[src/rtl/cacheline_adaptor.sv]
// Bridges a 256-bit cache line port to a 64-bit, 4-beat burst memory interface.
// Read beats are assembled little-endian into a held line; write beats are streamed from a captured buffer.
module cacheline_adaptor #(
  parameter int LINE_W  = 256,
  parameter int BURST_W = 64
) (
  input  logic               clk,
  input  logic               rst,
  input  logic [LINE_W-1:0]  line_i,
  output logic [LINE_W-1:0]  line_o,
  input  logic [31:0]        address_i,
  input  logic               read_i,
  input  logic               write_i,
  output logic               resp_o,
  input  logic [BURST_W-1:0] burst_i,
  output logic [BURST_W-1:0] burst_o,
  output logic [31:0]        address_o,
  output logic               read_o,
  output logic               write_o,
  input  logic               resp_i
);

  localparam int BEATS = LINE_W / BURST_W;
  localparam int CNT_W = $clog2(BEATS);
  localparam int OFF_W = $clog2(LINE_W / 8);
  localparam logic [CNT_W-1:0] LAST_BEAT = CNT_W'(BEATS - 1);

  localparam logic [1:0] S_IDLE  = 2'd0;
  localparam logic [1:0] S_READ  = 2'd1;
  localparam logic [1:0] S_WRITE = 2'd2;
  localparam logic [1:0] S_DONE  = 2'd3;

  logic [1:0]        state_q, state_d;
  logic [CNT_W-1:0]  cnt_q, cnt_d;
  logic [LINE_W-1:0] wbuf_q, wbuf_d;
  logic [LINE_W-1:0] line_q, line_d;
  logic [31:0]       addr_q, addr_d;

  // Next-state, beat counter and datapath capture.
  always_comb begin
    state_d = state_q;
    cnt_d   = cnt_q;
    wbuf_d  = wbuf_q;
    line_d  = line_q;
    addr_d  = addr_q;
    case (state_q)
      S_IDLE: begin
        if (write_i) begin
          wbuf_d  = line_i;
          addr_d  = {address_i[31:OFF_W], {OFF_W{1'b0}}};
          cnt_d   = '0;
          state_d = S_WRITE;
        end else if (read_i) begin
          addr_d  = {address_i[31:OFF_W], {OFF_W{1'b0}}};
          cnt_d   = '0;
          state_d = S_READ;
        end else begin
          state_d = S_IDLE;
        end
      end
      S_READ: begin
        if (resp_i) begin
          line_d[BURST_W*int'(cnt_q) +: BURST_W] = burst_i;
          cnt_d = cnt_q + CNT_W'(1);
          if (cnt_q == LAST_BEAT) begin
            state_d = S_DONE;
          end else begin
            state_d = S_READ;
          end
        end else begin
          state_d = S_READ;
        end
      end
      S_WRITE: begin
        if (resp_i) begin
          cnt_d = cnt_q + CNT_W'(1);
          if (cnt_q == LAST_BEAT) begin
            state_d = S_DONE;
          end else begin
            state_d = S_WRITE;
          end
        end else begin
          state_d = S_WRITE;
        end
      end
      S_DONE: begin
        // The cache drops its request on this cycle, so requests are not sampled here.
        cnt_d   = '0;
        state_d = S_IDLE;
      end
      default: begin
        cnt_d   = '0;
        state_d = S_IDLE;
      end
    endcase
  end

  // State and datapath registers; reset aborts any burst immediately.
  always_ff @(posedge clk or negedge rst) begin
    if (!rst) begin
      state_q <= S_IDLE;
      cnt_q   <= '0;
      wbuf_q  <= '0;
      line_q  <= '0;
      addr_q  <= '0;
    end else begin
      state_q <= state_d;
      cnt_q   <= cnt_d;
      wbuf_q  <= wbuf_d;
      line_q  <= line_d;
      addr_q  <= addr_d;
    end
  end

  // Write beat selection, driven only while a write burst is in flight.
  always_comb begin
    if (state_q == S_WRITE) begin
      burst_o = wbuf_q[BURST_W*int'(cnt_q) +: BURST_W];
    end else begin
      burst_o = '0;
    end
  end

  assign read_o    = (state_q == S_READ);
  assign write_o   = (state_q == S_WRITE);
  assign resp_o    = (state_q == S_DONE);
  assign address_o = addr_q;
  assign line_o    = line_q;

endmodule

[config.mk]
export PLATFORM = sky130hd
export DESIGN_NAME = cacheline_adaptor
export DESIGN_NICKNAME = d
export VERILOG_FILES = /design/src/rtl/cacheline_adaptor.sv
export SDC_FILE = /design/constraint.sdc
export NUM_CORES = 1
export LEC_CHECK = 0
export ABC_AREA = 1
export CORE_AREA = 5 5 273 275
export CTS_CLUSTER_DIAMETER = 120
export DETAILED_ROUTE_END_ITERATION = 12
export DIE_AREA = 0 0 278 280
export PLACE_DENSITY_LB_ADDON = 0.1
export RECOVER_POWER = 25
export SYNTH_ARGS = -nofsm -noshare
export SYNTH_HDL_FRONTEND = slang
export SYNTH_SLANG_ARGS = --single-unit
[constraint.sdc]
create_clock -name clk -period 4.4 [get_ports clk]
set_input_delay 0.66 -clock clk [delete_from_list [all_inputs] [get_ports clk]]
set_output_delay 0.66 -clock clk [all_outputs]
set_load 0.05 [all_outputs]
==> flow_summary.ini <==
[die]
initial_core_util_pct = 33.1
die_h_um = 280
die-area_mm2 = 0.0778
fp.dieW_um = 278
io_pins = 712
placementRows = 99
core-area_mm2 = 0.0721

[setup_path]
start_kind = flop
worstPathRequired_ps = 3740
criticalPathCategory = flop to primary output
crit_path_max_fanout = 63
cp-end-kind = primary output
r2r_cells = 5
arrival_ps = 3170

[clock_network]
post-cts-setup-buffer-count = 0
cts_tree = done
cts_hold_buf = 0
htree_num_levels = 2
postCtsResizedCells = 0
numCtsBuffers = 60
ctsLongestPathBuffers = 3
cts.clk_slew.worst_paths_ps = 60
cts.sinks = 543
clk_latency_ps = 610
root_buffer = clkbuf_16

[finish]
nNetsFinal = 3845
nFillCells = 7129
multi_input_area_mm2 = 0.00790
fin_util_pct = 46.4
synthToLayoutAreaGrowth_pct = 40.1
regArea_mm2 = 0.0136
design_area_mm2 = 0.0334
drive_above_1_share_pct = 4.62

[synthesis]
ys.flop_type = dfrtp_1
ys_types = 27
yosysWarnings = 0
ys_seq_area_share_pct = 56.9
ys_ff_latch = 543
avgSynthCellArea_um2 = 8.33
synthArstFlopShare_pct = 100
syn_inst = 2865
synth_edf_count = 0
syn_area_mm2 = 0.0239

[sta]
setup_ws_ps = 571
fin_crit_sh_pct = 87.0
finalCriticalPeriod_ps = 3830
maxSlewHeadroom_pct = -109
hold_viol = 0
fin_worst_skew_ps = 16.8
fin_tns_setup_ps = 0
tightest_slew_ps = 3130
drv_slew = 103
rsz0062_at_grt = false
worst_hold_slack_ps = 478
finalSetupViolations = 0
max_freq_mhz = 261

[route]
wl_per_cell_um = 19.5
drt_pass1_iterations = 5
postRouteAntennaNets = 0
drc_errors = 0
routed_wl_um = 88300
avgViaCountPerCell = 4.73
drtIter0Drc = 1589
vias = 21374

[run_status]
status = complete, but fails checks
violations = max-capacitance violations, max-slew violations

[placed_design]
dpl.hpwl_um = 60500
io_buffers = 701
placed_area_mm2 = 0.0314
place_ws_ps = 1210
gp_congestion = 0.858

[global_route]
grt_overflow_total = 0
top_usage_layer = met2
grtUsageMet1_pct = 27.3
grtUsageMet2_pct = 35.8
grt_usage_pct = 21.6
grt_pass1_wl_um = 131000
grt_antenna_before_repair = 48
use_met3_pct = 6.08
grt_max_degree = 142
grt_pass1_vias = 21053

[power_and_ir_drop]
internal_power_mw = 12.3
p_clk_share_pct = 23.8
peakVddDrop_mv = 0.448
seqPwrFrac_pct = 31.7
powerDensity_mw_per_mm2 = 641
p_comb_share_pct = 44.5
sw_frac_of_total_pct = 42.8
p_leak_nw = 16.0
power_switching_mw = 9.19

[hold_path]
min_path_type = flop to flop
holdPathStages = 2

[run]
maxCapViolations = 1
-- cell families (layout without fill, tap and decap cells) --
family | Yosys count | after routing | synth area share [%]
other | 1 | 35 | 0.0157
adders and majority gates | 11 | 11 | 0.577
DFF | 543 | 543 | 56.9
buffers and inverters | 524 | 1184 | 10.1
AOI/OAI and AO/OA | 479 | 479 | 10.1
and+or+nand+nor | 1307 | 1307 | 22.2
-- layout by cell type, fill, tap and decap left out, drive strengths merged --
master	count
a21boi	1
a21oi	320
buf	29
bufinv	3
clkbuf	94
clkdlybuf4s50	700
clkinv	17
clkinvlp	3
conb	5
dfrtp	543
diode	30
ha	11
inv	338
nand2	746
nand3	260
nand4	2
nor2	299
o21ai	158
-- worst paths after layout --
path	end	slack, ps	from
setup / recovery	burst_o[30]	570	cnt_q[0]
hold / removal	line_o[0]	480	line_o[0]
setup reg to reg	line_o[236]	1320	cnt_q[0]
hold reg to reg	line_o[0]	480	line_o[0]
max in group asynchronous	line_o[207]	950	rst
min in group asynchronous	line_o[84]	1020	rst
-- worst max-delay path, stage by stage (launching register included) --
cell,delay [ps]
dfrtp_4,500
inv_4,570
buf_4,360
nand2_1,80
nand3_1,80
a21oi_1,90
clkdlybuf4s50_1,820
-- Yosys cell counts, types with 2 or more instances --
library cell	count	area, um2
nor2_1	294	1100
clkbuf_1	25	93.8
inv_2	4	15.0
buf_4	29	218
nor2_2	2	12.5
o21ai_0	65	325
a21oi_1	320	1600
o21ai_1	89	445
nand3_4	2	35.0
nand2_2	3	18.8
nand4_1	2	12.5
ha_1	11	138
inv_1	329	1230
buf_2	96	480
dfrtp_1	543	13600
buf_1	9	33.8
nand2_1	742	2790
buf_6	29	327
nand3_1	258	1290
nor2_4	3	33.8
o21ai_2	4	35.0
-- stage by stage --
stage          std cells  power, mW
5_1_grt             4509       22.7
6_report            4518       21.5
4_1_cts             4488       21.7
2_1_floorplan       2869       13.2
3_5_place_dp        4374       16.5
3_3_place_gp        4374       16.4
-- power by group through the flow --
stage / Clock [mW] / Sequential [mW] / Combinational, mW
6_report: 5.10 / 6.80 / 9.55
5_1_grt: 5.45 / 6.94 / 10.3
4_1_cts: 5.25 / 6.81 / 9.69
3_5_place_dp: 0 / 6.89 / 9.64
3_3_place_gp: 0 / 6.84 / 9.54
2_1_floorplan: 0 / 7.71 / 5.53
-- metal layers --
metal	share of wire (%)	routed length, um	vias up
met5	0.28	251	-
met4	2.9	2540	34
met3	7.7	6840	157
met2	49	42900	698
met1	41	35800	10267
li1	-	-	10218
-- sequential cells by signal (all words and copies together), names as in the netlist --
name	count
line_o	256
wbuf_q	256
address_o	27
cnt_q	2
state_q	2
-- layout make-up --
cell class              count  area share (%)
diodes                     30           0.224
clock buffers              88            5.38
clock inverters            26           0.677
inverters                 335            3.78
multi-input cells        1802            23.6
flip-flops and latches    543            40.6
well taps                 959            3.59
repair buffers            735            22.1
Note: power is estimated with default switching activity, not from simulation.
